`src/rtl/bin_to_bcd_converter_pkg.sv`:
```
// Shared types and constants for the shift-and-add-3 binary-to-BCD converter.
package bin_to_bcd_pkg;

    // Converter control states.
    typedef enum logic [1:0] {
        IDLE,
        SHIFT,
        FINISH
    } state_t;

    // Width of one packed BCD digit.
    localparam int unsigned BCD_DIGIT_W = 4;

    // A digit at or above this value is corrected before the next shift.
    localparam logic [BCD_DIGIT_W-1:0] ADJ_THRESH = 4'd5;

    // Correction added so that doubling carries into the next digit.
    localparam logic [BCD_DIGIT_W-1:0] ADJ_ADD = 4'd3;

endpackage

```
`src/rtl/bin_to_bcd_converter_if.sv`:
```
// Request/result bundle between a converter user (master) and the converter (slave).
interface bin_to_bcd_converter_if
    import bin_to_bcd_pkg::*;
#(
    parameter int unsigned BIN_W  = 16,
    parameter int unsigned DIGITS = 5
);

    logic                          start;
    logic [BIN_W-1:0]              bin;
    logic                          busy;
    logic                          done;
    logic [BCD_DIGIT_W*DIGITS-1:0] bcd;
    logic                          overflow;

    // Requester side: issues start/bin, observes status and result.
    modport master (
        output start,
        output bin,
        input  busy,
        input  done,
        input  bcd,
        input  overflow
    );

    // Converter side: accepts start/bin, drives status and result.
    modport slave (
        input  start,
        input  bin,
        output busy,
        output done,
        output bcd,
        output overflow
    );

endinterface

```
`src/rtl/bin_to_bcd_converter_digit_adjust.sv`:
```
// One-digit add-3 correction applied before each double-dabble shift.
module bcd_digit_adjust
    import bin_to_bcd_pkg::*;
(
    input  logic [BCD_DIGIT_W-1:0] i_digit,
    output logic [BCD_DIGIT_W-1:0] o_digit
);

    // Digits 5..9 become 8..12, so the following shift carries out cleanly.
    always_comb begin
        o_digit = i_digit;
        if (i_digit >= ADJ_THRESH) begin
            o_digit = i_digit + ADJ_ADD;
        end
    end

endmodule

```
`src/rtl/bin_to_bcd_converter.sv`:
```
// Sequential binary-to-BCD converter, one double-dabble iteration per clock.
module bin_to_bcd_converter
    import bin_to_bcd_pkg::*;
#(
    parameter int unsigned BIN_W  = 16,
    parameter int unsigned DIGITS = 5
) (
    input  logic                  clock,
    input  logic                  reset,
    bin_to_bcd_converter_if.slave bus
);

    localparam int unsigned BCD_W    = BCD_DIGIT_W * DIGITS;
    localparam int unsigned CNT_W    = $clog2(BIN_W + 1);
    localparam logic [CNT_W-1:0] CNT_INIT = CNT_W'(BIN_W);
    localparam logic [CNT_W-1:0] CNT_ONE  = CNT_W'(1);

    state_t           r_state;
    state_t           w_state_next;
    logic [BIN_W-1:0] r_bin_shift;
    logic [BIN_W-1:0] w_bin_shift_next;
    logic [BCD_W-1:0] r_bcd_work;
    logic [BCD_W-1:0] w_bcd_work_next;
    logic [BCD_W-1:0] w_bcd_adj;
    logic             r_ovf_work;
    logic             w_ovf_work_next;
    logic [CNT_W-1:0] r_cnt;
    logic [CNT_W-1:0] w_cnt_next;
    logic [BCD_W-1:0] r_bcd;
    logic             r_overflow;
    logic             r_done;

    // All digits are corrected in parallel from the current working register.
    for (genvar g = 0; g < DIGITS; g++) begin : g_adj
        bcd_digit_adjust u_adj (
            .i_digit (r_bcd_work[g*BCD_DIGIT_W +: BCD_DIGIT_W]),
            .o_digit (w_bcd_adj[g*BCD_DIGIT_W +: BCD_DIGIT_W])
        );
    end

    // State, working registers and iteration counter.
    always_ff @(posedge clock or posedge reset) begin
        if (reset) begin
            r_state     <= IDLE;
            r_bin_shift <= '0;
            r_bcd_work  <= '0;
            r_ovf_work  <= 1'b0;
            r_cnt       <= '0;
        end else begin
            r_state     <= w_state_next;
            r_bin_shift <= w_bin_shift_next;
            r_bcd_work  <= w_bcd_work_next;
            r_ovf_work  <= w_ovf_work_next;
            r_cnt       <= w_cnt_next;
        end
    end

    // Next-state and datapath: capture in IDLE, adjust-then-shift in SHIFT.
    always_comb begin
        w_state_next     = r_state;
        w_bin_shift_next = r_bin_shift;
        w_bcd_work_next  = r_bcd_work;
        w_ovf_work_next  = r_ovf_work;
        w_cnt_next       = r_cnt;
        unique case (r_state)
            IDLE: begin
                if (bus.start) begin
                    w_bin_shift_next = bus.bin;
                    w_bcd_work_next  = '0;
                    w_ovf_work_next  = 1'b0;
                    w_cnt_next       = CNT_INIT;
                    w_state_next     = SHIFT;
                end
            end
            SHIFT: begin
                // {bcd_work, bin_shift} << 1; the bit leaving the top digit is sticky.
                w_bcd_work_next  = {w_bcd_adj[BCD_W-2:0], r_bin_shift[BIN_W-1]};
                w_bin_shift_next = r_bin_shift << 1;
                w_ovf_work_next  = r_ovf_work | w_bcd_adj[BCD_W-1];
                w_cnt_next       = r_cnt - CNT_ONE;
                if (r_cnt == CNT_ONE) begin
                    w_state_next = FINISH;
                end
            end
            FINISH: begin
                w_state_next = IDLE;
            end
            default: begin
                w_state_next = IDLE;
            end
        endcase
    end

    // Result registers only change on completion, so no partial value is ever visible.
    always_ff @(posedge clock or posedge reset) begin
        if (reset) begin
            r_bcd      <= '0;
            r_overflow <= 1'b0;
            r_done     <= 1'b0;
        end else begin
            r_done <= (r_state == FINISH);
            if (r_state == FINISH) begin
                r_bcd      <= r_bcd_work;
                r_overflow <= r_ovf_work;
            end
        end
    end

    assign bus.busy     = (r_state != IDLE);
    assign bus.done     = r_done;
    assign bus.bcd      = r_bcd;
    assign bus.overflow = r_overflow;

endmodule

```
`src/flat_wrapper.sv`:
```
// flat-port wrapper written by rule: the top's interface ports become plain ports
module bin_to_bcd_converter_flat import bin_to_bcd_pkg::*;
#(
    parameter int unsigned BIN_W  = 16,
    parameter int unsigned DIGITS = 5
)
  (clock, reset, bus_start, bus_bin, bus_busy, bus_done, bus_bcd, bus_overflow);
  bin_to_bcd_converter_if #(.BIN_W(BIN_W), .DIGITS(DIGITS)) bus_i ();
  input  logic clock;
  input  logic reset;
  input wire logic [$bits(bus_i.start)-1:0] bus_start;
  input wire logic [$bits(bus_i.bin)-1:0] bus_bin;
  output wire logic [$bits(bus_i.busy)-1:0] bus_busy;
  output wire logic [$bits(bus_i.done)-1:0] bus_done;
  output wire logic [$bits(bus_i.bcd)-1:0] bus_bcd;
  output wire logic [$bits(bus_i.overflow)-1:0] bus_overflow;
  assign bus_i.start = bus_start;
  assign bus_i.bin = bus_bin;
  assign bus_busy = bus_i.busy;
  assign bus_done = bus_i.done;
  assign bus_bcd = bus_i.bcd;
  assign bus_overflow = bus_i.overflow;
  bin_to_bcd_converter #(.BIN_W(BIN_W), .DIGITS(DIGITS)) u_core (.clock(clock), .reset(reset), .bus(bus_i));
endmodule
```
`config.mk`:
```
export PLATFORM = sky130hd
export DESIGN_NAME = bin_to_bcd_converter_flat
export DESIGN_NICKNAME = d
export VERILOG_FILES = /design/src/rtl/bin_to_bcd_converter_pkg.sv /design/src/rtl/bin_to_bcd_converter_if.sv /design/src/rtl/bin_to_bcd_converter_digit_adjust.sv /design/src/rtl/bin_to_bcd_converter.sv /design/src/flat_wrapper.sv
export SDC_FILE = /design/constraint.sdc
export NUM_CORES = 1
export LEC_CHECK = 0
export CAP_MARGIN = 20
export CELL_PAD_IN_SITES_DETAIL_PLACEMENT = 1
export CELL_PAD_IN_SITES_GLOBAL_PLACEMENT = 2
export CORE_ASPECT_RATIO = 0.5
export CORE_MARGIN = 2
export CORE_UTILIZATION = 30
export CTS_CLUSTER_SIZE = 40
export DETAILED_ROUTE_END_ITERATION = 10
export GPL_ROUTABILITY_DRIVEN = 0
export GPL_TIMING_DRIVEN = 1
export PLACE_DENSITY_LB_ADDON = 0.1
export SETUP_SLACK_MARGIN = 0.05
export SYNTH_ARGS = -nofsm -noshare
export SYNTH_HDL_FRONTEND = slang
export SYNTH_SLANG_ARGS = --single-unit
export TNS_END_PERCENT = 100
```
`constraint.sdc`:
```
create_clock -name clock -period 2.5 [get_ports clock]
set_input_delay 0.5 -clock clock [delete_from_list [all_inputs] [get_ports clock]]
set_output_delay 0.5 -clock clock [all_outputs]
set_load 0.005 [all_outputs]
```
==> flow_summary_export.csv, run 1 <==
group,metric,value,unit
placement,portBuffers,41,
drt,wl_per_cell,16.2,microns
finish,drive_gt1_share,14.3,%
clock_tree,ctsHoldBuffers,0,
finish,multi_input_area,1350,sq um
die,start_util,30.8,%
clock_tree,cts_tree,"yes",
clock_tree,cts_root_buffer,"clkbuf_16",
clock_tree,cts_sinks,66,
drt,drt_wl_total,7.59,mm
critical_path,crit_required,2.00,ns
finish,fill_cells,1113,
drt,drt_iter0_drc,77,
synthesis,ys_types,37,
synthesis,synthesis.nets,310,
run,maxCapViolCount,0,
critical_path,critPathMaxFanout,13,
outcome,outcome,"completed",
clock_tree,cts-buffers-inserted,9,
power,p_leak,1.70,nW
sta,relSlewSlack,65.5,%
sta,final.min_clock_period,2.14,ns
power,power_density,1180,nW/um^2
critical_path,setup.worst_path.end_class,"output pin",
critical_path,critPathTopFamily,"flip-flops",
synthesis,synth_edf_count,0,
critical_path,critical_path_arrival,1.64,ns
synthesis,synth-seq-area-share,52.6,%
grt,grt_pass1_vias,2504,
die,die_h,76.3,microns
critical_path,worst_setup_path_start_kind,"flip-flop",
sta,worst_slew_pin_slew,0.517,ns
finish,nets,357,
sta,max_clock_freq,468,MHz
synthesis,synthArstFlopShare,100,%
placement,dp.cells,455,
power,swShare,34.4,%
finish,area.growth.synth_to_final,26.7,%
synthesis,syn_area_per_cell,11.2,sq um
sta,slew_viol_final,0,
sta,hold_viol_final,0,
critical_path,path_buf_inv,1,
drt,drtAntennaViolNets,0,
power,pwr-share-clk,22.9,%
power,power_frac_comb,38.1,%
die,die_w,149,microns
clock_tree,htreeDepth,3,
placement,dpl.hpwl,5.02,mm
sta,rsz0062_at_grt,"false",
power,p_switching,1.62,mW
grt,grt_pass1_wl,12.7,mm
sta,period_share,85.5,%
drt,drc,0,
sta,fin_skew,0.00573,ns
sta,fin_setup_tns,0,ns
critical_path,slowest_delay,0.52,ns
finish,diodes,0,
grt,grt_start_max_net_pins,51,
sta,finalSetupViolations,0,
critical_path,critical_path_class,"reg -> out",
synthesis,yosys_most_used_dff,"dfrtp_1",
power,peakVddDrop,0.439,mV
die,fp.dieArea,11300,sq um
clock_tree,cts_buffer_depth,2,
sta,fin_hold_ws,0.482,ns
finish,seqCellArea,1650,sq um
critical_path,crit_chain,"or2_2 > clkdlybuf4s50_1",
finish,fin_area,3980,sq um
clock_tree,clk_pin_slew_worst_paths,0.05,ns
grt,grt_antenna_before_repair,0,
clock_tree,ctsResizeCount,0,
grt,track_usage,14.3,%
placement,placed_cell_area,3730,sq um
synthesis,postSynthCellCount,279,
clock_tree,cts_setup_buffers,0,
finish,final_cells,468,
drt,drtPass1Iterations,4,
die,num_io_pins,42,
grt,grt_overflow,0,
drt,routed_via_density,4.94,
synthesis,netlist_area,3140,sq um
die,coreArea,10200,sq um
worst_hold_path,holdCritPathClass,"in -> async",
critical_path,worst_path_max_delay_cell,"dfrtp_1",
drt,vias,2314,
power,power,4.70,mW
power,seq_power_share,39.0,%
clock_tree,clk_latency,0.33,ns
synthesis,synth-seq-cells,66,
power,p_int,3.08,mW
die,rows,26,
synthesis,yosysWarnings,0,
[cell type report]
type	instances	share of cell area, %
Tap cell	140	4.41
Clock buffer	12	5.95
Clock inverter	1	0.126
Multi-Input combinational cell	184	34.0
Sequential cell	66	41.5
Timing Repair Buffer	52	12.7
Inverter	13	1.23
[synth_stat cells, types with 7 or more instances]
master	instances	share of area, %
a22oi_1	15	3.6
buf_2	7	1.1
inv_1	13	1.6
a21oi_1	22	3.5
nor2_1	7	0.84
dfrtp_1	66	53
mux2_2	21	7.5
nand2b_1	7	1.4
nor2b_1	16	3.2
o21ai_0	25	4.0
o22ai_1	9	1.8
ha_1	12	4.8
[state kept, by name (all words and copies together), names as in the netlist]
signal               cells
u_core.bus.bcd          20
u_core.r_bcd_work       20
u_core.r_bin_shift      16
u_core.r_cnt             5
u_core.r_state           2
u_core.bus.done          1
u_core.bus.overflow      1
u_core.r_ovf_work        1
[power groups by stage]
stage / Sequential, mW / Combinational [mW] / Clock [mW]
2_1_floorplan: 1.75 / 1.19 / 0
3_3_place_gp: 1.83 / 1.77 / 0
3_5_place_dp: 1.85 / 1.81 / 0
4_1_cts: 1.84 / 1.83 / 1.12
5_1_grt: 1.90 / 2.02 / 1.17
6_report: 1.83 / 1.79 / 1.08
[per-stage QoR]
stage / setup WS, ns / util [%]
6_report: 0.361 / 39.1
5_1_grt: 0.323 / 39.1
4_1_cts: 0.342 / 39.1
3_5_place_dp: 0.469 / 36.7
3_3_place_gp: 0.535 / 36.7
2_1_floorplan: 0.345 / -
[final timing paths]
path                       cells past startpoint                    end              start  slack (ns)
max in group asynchronous                      3      u_core.bus.bcd[5]              reset        1.40
min in group clock                             1    u_core.bus.overflow  u_core.r_ovf_work        0.50
hold reg to reg                                1    u_core.bus.overflow  u_core.r_ovf_work        0.50
setup / recovery                               2               bus_busy  u_core.r_state[1]        0.36
hold / removal                                 2  u_core.r_bin_shift[9]              reset        0.48
setup reg to reg                               6        u_core.r_cnt[3]  u_core.r_state[0]        0.64
[worst register-to-register path: stages, from the launching register on]
cell,delay (ns)
dfrtp_1,0.56
buf_4,0.27
nand2b_1,0.10
buf_4,0.20
or4_1,0.43
nand3b_1,0.10
o21ai_0,0.07
[cell usage in the layout, fill, tap and decap left out, types with 7 or more instances in the layout]
cell type        netlist  final
ha_1                  12     12
nor2_1                 7      7
mux2_2                21     21
buf_4                  3     10
a22oi_1               15     15
dfrtp_1               66     66
a21oi_1               22     22
nand2b_1               7      7
nor2b_1               16     14
clkbuf_16              0      9
o22ai_1                9      9
clkdlybuf4s50_1        0     41
o21ai_0               25     25
inv_1                 13     12
[logic make-up (layout without fill, tap and decap cells)]
family / count (synthesis) / in the layout / share of synthesized area (%)
flip-flops: 66 / 66 / 52.6
AND/OR/NAND/NOR: 49 / 49 / 9.09
buffers and inverters: 29 / 78 / 4.39
AO/OA/AOI/OAI: 93 / 93 / 19.1
multiplexers: 21 / 21 / 7.54
adder cells (fa/ha/maj): 12 / 12 / 4.78
XOR/XNOR: 9 / 9 / 2.51
[per-layer routing]
| metal | part of all wire [%] | track usage (%) | routed length, microns |
|---|---|---|---|
| met4 | 1.4 | 4.86 | 103 |
| met3 | 3.7 | 4.07 | 280 |
| met1 | 51 | 19.4 | 3880 |
| met2 | 44 | 22.0 | 3320 |
| met5 | 0 | 0 | 0 |
(Power assumes the default switching activity.)
==> run 2: changes to the inputs <==
==> constraint.sdc (replaced) <==
create_clock -name clock -period 2.5 [get_ports clock]
set_input_delay 0.25 -clock clock [delete_from_list [all_inputs] [get_ports clock]]
set_output_delay 0.25 -clock clock [all_outputs]
set_load 0.005 [all_outputs]
==> flow_summary_export.csv, run 2 (synthesis gave the netlist of run 1 again) <==
group,metric,value,unit
critical_path,worst_setup_path_start_kind,"flip-flop",
grt,grt_start_max_net_pins,67,
outcome,outcome,"completed",
grt,grt_overflow,0,
worst_hold_path,holdCritPathClass,"in -> async",
grt,grt_pass1_wl,13.3,mm
sta,relSlewSlack,60.9,%
power,swShare,34.8,%
die,coreArea,10200,sq um
power,power_frac_comb,37.0,%
run,maxCapViolCount,0,
drt,drt_iter0_drc,46,
clock_tree,clk_latency,0.33,ns
sta,fin_skew,0.00570,ns
finish,mostFrequentLayoutCells,"dfrtp_1, clkdlybuf4s50_1, o21ai_0",
sta,rsz0062_at_grt,"false",
drt,routed_via_density,5.03,
drt,drc,0,
sta,max_clock_freq,499,MHz
power,power_density,1200,nW/um^2
sta,period_share,80.2,%
die,num_io_pins,42,
die,die_w,149,microns
critical_path,critPathMaxFanout,18,
sta,worst_slew_pin_slew,0.586,ns
die,fp.dieArea,11300,sq um
sta,hold_viol_final,0,
sta,fin_setup_tns,0,ns
power,p_switching,1.66,mW
drt,drtAntennaViolNets,0,
critical_path,critical_path_class,"reg -> out",
critical_path,critical_path_arrival,1.75,ns
clock_tree,ctsHoldBuffers,0,
grt,grt_pass1_vias,2610,
clock_tree,cts_setup_buffers,0,
grt,track_usage,14.9,%
drt,drtPass1Iterations,4,
sta,slew_viol_final,0,
die,die_h,76.3,microns
critical_path,setup.worst_path.end_class,"output pin",
critical_path,crit_required,2.25,ns
power,pwr-share-clk,24.4,%
finish,fill_cells,1123,
finish,final_common_cell,"dfrtp_1",
clock_tree,cts-buffers-inserted,9,
finish,diodes,0,
clock_tree,ctsResizeCount,0,
finish,area.growth.synth_to_final,27.0,%
clock_tree,cts_root_buffer,"clkbuf_16",
clock_tree,cts_buffer_depth,2,
clock_tree,clk_pin_slew_worst_paths,0.06,ns
clock_tree,cts_tree,"yes",
grt,grt_antenna_before_repair,0,
drt,drt_wl_total,7.79,mm
power,p_leak,1.71,nW
die,start_util,30.8,%
finish,drive_gt1_share,14.7,%
sta,finalSetupViolations,0,
power,peakVddDrop,0.418,mV
drt,wl_per_cell,16.7,microns
placement,portBuffers,41,
power,p_int,3.11,mW
drt,vias,2350,
finish,fin_area,3980,sq um
placement,placed_cell_area,3710,sq um
placement,dpl.hpwl,5.03,mm
sta,final.min_clock_period,2.00,ns
finish,nets,354,
clock_tree,cts_sinks,66,
clock_tree,htreeDepth,3,
power,seq_power_share,38.7,%
die,rows,26,
run 2: cell types whose count changed in the layout (fill, tap and decap cells not counted), sizes merged:
cell and delta:
buf -3, clkinv +2
run 2: worst max-delay path, stage by stage (launching register included):
cell,delay (ns)
dfrtp_1,0.59
or2_2,0.39
clkdlybuf4s50_1,0.45
run 2: through the flow:
step           power (mW)  cells  setup slack (ns)  hold slack [ns]  utilization [%]
4_1_cts              4.85    467             0.471            0.327             39.1
5_1_grt              5.17    467             0.432            0.366             39.1
6_report             4.77    467             0.496            0.304             39.1
3_5_place_dp         3.65    452             0.477            0.494             36.5
3_3_place_gp         3.57    452             0.642            0.489             36.5
2_1_floorplan        2.94    279             0.595            0.390                -
run 2: layout make-up:
class | count | area [sq um] | share of cell area [%]
Timing Repair Buffer | 49 | 483 | 12.1
Multi-Input combinational cell | 184 | 1350 | 34.0
Inverter | 13 | 48.8 | 1.22
Tap cell | 140 | 175 | 4.40
Clock inverter | 3 | 15.0 | 0.377
Sequential cell | 66 | 1650 | 41.5
Clock buffer | 12 | 256 | 6.44
run 2: power by group through the flow:
stage	Combinational, mW	Clock [mW]	Sequential, mW
after global placement	1.72	0	1.85
after floorplan	1.19	0	1.75
final	1.76	1.16	1.84
after CTS	1.80	1.21	1.85
after detailed placement	1.79	0	1.86
after global routing	1.99	1.26	1.92
run 2: path summary, 6_finish.rpt:
path,startpoint,endpoint,slack [ns],cells past startpoint
min in group clock,u_core.bus.bcd[2],u_core.bus.bcd[2],0.50,1
max in group asynchronous,reset,u_core.bus.bcd[6],1.88,3
hold / removal,reset,u_core.r_bin_shift[12],0.30,3
hold reg to reg,u_core.bus.bcd[2],u_core.bus.bcd[2],0.50,1
setup / recovery,u_core.r_state[0],bus_busy,0.50,2
setup reg to reg,u_core.r_state[0],u_core.r_cnt[4],0.71,4
run 2: layer usage:
metal	up-vias	GRT usage, %	part of all wire (%)
met4	0	4.00	0.96
met1	1208	19.0	49
li1	1101	-	-
met3	7	5.27	4.3
met5	-	0	0
met2	34	24.2	46
==> run 3: changes to the inputs <==
==> constraint.sdc (replaced) <==
create_clock -name clock -period 1.7 [get_ports clock]
set_input_delay 0.17 -clock clock [delete_from_list [all_inputs] [get_ports clock]]
set_output_delay 0.17 -clock clock [all_outputs]
set_load 0.005 [all_outputs]
==> flow_summary_export.csv, run 3 (synthesis gave the netlist of run 1 again) <==
group,metric,value,unit
outcome,outcome,"completed",
sta,rsz0062_at_grt,"false",
drt,vias,2385,
drt,drtAntennaViolNets,0,
drt,drt_wl_total,7.77,mm
critical_path,critical_path_class,"reg -> reg",
finish,final_common_cell,"dfrtp_1",
critical_path,crit_start,"u_core.r_state[0]",
sta,fin_setup_tns,0,ns
finish,nets,365,
sta,hold_viol_final,0,
critical_path,critical_path_arrival,1.74,ns
drt,drt_iter0_drc,116,
sta,fin_skew,0.00445,ns
placement,placed_cell_area,3810,sq um
finish,fill_cells,1106,
finish,finish.utilization,40.2,%
clock_tree,cts_tree,"yes",
grt,track_usage,15.3,%
worst_hold_path,holdCritPathClass,"in -> async",
placement,portBuffers,41,
finish,diodes,0,
finish,drive_gt1_share,18.9,%
drt,drtPass1Iterations,4,
die,coreArea,10200,sq um
sta,period_share,90.0,%
grt,grt_overflow,0,
grt,grt_start_max_net_pins,36,
grt,grt_pass1_vias,2561,
sta,worst_slew_pin_slew,0.588,ns
placement,pre_cts_slack,-0.0515,ns
power,power_density,1730,nW/um^2
drt,drc,0,
sta,fin_ws,0.170,ns
critical_path,setup.worst_path.end_class,"flip-flop",
clock_tree,clk_pin_slew_worst_paths,0.06,ns
sta,final.min_clock_period,1.53,ns
grt,grt_antenna_before_repair,0,
critical_path,crit_required,1.91,ns
sta,slew_viol_final,0,
die,num_io_pins,42,
drt,wl_per_cell,16.3,microns
clock_tree,cts-buffers-inserted,9,
die,start_util,30.8,%
drt,routed_via_density,4.99,
clock_tree,clk_latency,0.33,ns
finish,area.growth.synth_to_final,30.6,%
critical_path,rr_endpoint,"u_core.bus.bcd[6]",
die,fp.dieArea,11300,sq um
critical_path,worst_setup_path_start_kind,"flip-flop",
critical_path,r2r_setup_slack,0.17,ns
sta,finalSetupViolations,0,
die,die_w,149,microns
run,maxCapViolCount,0,
power,peakVddDrop,0.607,mV
power,power,7.09,mW
critical_path,r2r_cells,5,
finish,fin_area,4100,sq um
grt,grt_pass1_wl,13.5,mm
placement,dpl.hpwl,5.22,mm
critical_path,endpoint,"u_core.bus.bcd[6]",
finish,mostFrequentLayoutCells,"dfrtp_1, clkdlybuf4s50_1, o21ai_0",
sta,max_clock_freq,654,MHz
clock_tree,cts_root_buffer,"clkbuf_16",
power,p_leak,1.75,nW
critical_path,r2r_start,"u_core.r_state[0]",
die,rows,26,
clock_tree,cts_sinks,66,
clock_tree,htreeDepth,3,
sta,relSlewSlack,60.7,%
critical_path,critPathMaxFanout,22,
die,die_h,76.3,microns
clock_tree,cts_buffer_depth,2,
[run 3: power by group]
part	internal [mW]	total (mW)	switching [mW]
registers	2.18	2.67	0.485
logic	1.47	2.80	1.34
clock network	0.968	1.62	0.655
[run 3: final cells by class]
| type | instances | area [sq um] | area share, % |
|---|---|---|---|
| clock inverter | 4 | 20.0 | 0.489 |
| tap | 140 | 175 | 4.27 |
| sequential | 66 | 1650 | 40.3 |
| clock buffer | 11 | 233 | 5.68 |
| inverter | 13 | 52.6 | 1.28 |
| timing repair buffer | 60 | 593 | 14.5 |
| multi-input combinational | 184 | 1370 | 33.5 |
[run 3: worst min path at each step]
stage,startpoint,end,slack (ns),cells after the start
5_1_grt,reset,u_core.r_bin_shift[10],0.21,2
6_report,reset,u_core.r_bin_shift[9],0.18,2
4_1_cts,reset,u_core.r_bin_shift[9],0.19,2
3_5_place_dp,u_core.r_bin_shift[0],u_core.r_bin_shift[0],0.49,1
3_3_place_gp,u_core.bus.bcd[7],u_core.bus.bcd[7],0.49,1
2_1_floorplan,reset,u_core.bus.bcd[0],0.31,1
[run 3: metal layers]
| metal | track usage (%) | up-vias | wire [microns] |
|---|---|---|---|
| met3 | 6.05 | 7 | 380 |
| met1 | 20.3 | 1214 | 3820 |
| met2 | 23.8 | 40 | 3530 |
| met4 | 3.14 | 0 | 47 |
| met5 | 0 | - | 0 |
| li1 | - | 1124 | - |
[run 3: what timing repair did]
action	CTS	global route
hold buffers	0	0
buffers inserted	2	0
pin swaps	0	0
gates resized for setup	2	7
setup endpoints to repair	1	12
[run 3: per-stage QoR]
step | hold WS, ns | cells
2_1_floorplan | 0.310 | 279
3_3_place_gp | 0.490 | 461
3_5_place_dp | 0.485 | 461
4_1_cts | 0.188 | 478
5_1_grt | 0.209 | 478
6_report | 0.178 | 478
[run 3: critical path: stages, from the launching register on]
cell,delay (ns)
dfrtp_1,0.40
buf_4,0.16
buf_4,0.15
nor2b_2,0.15
buf_12,0.19
mux2_2,0.35
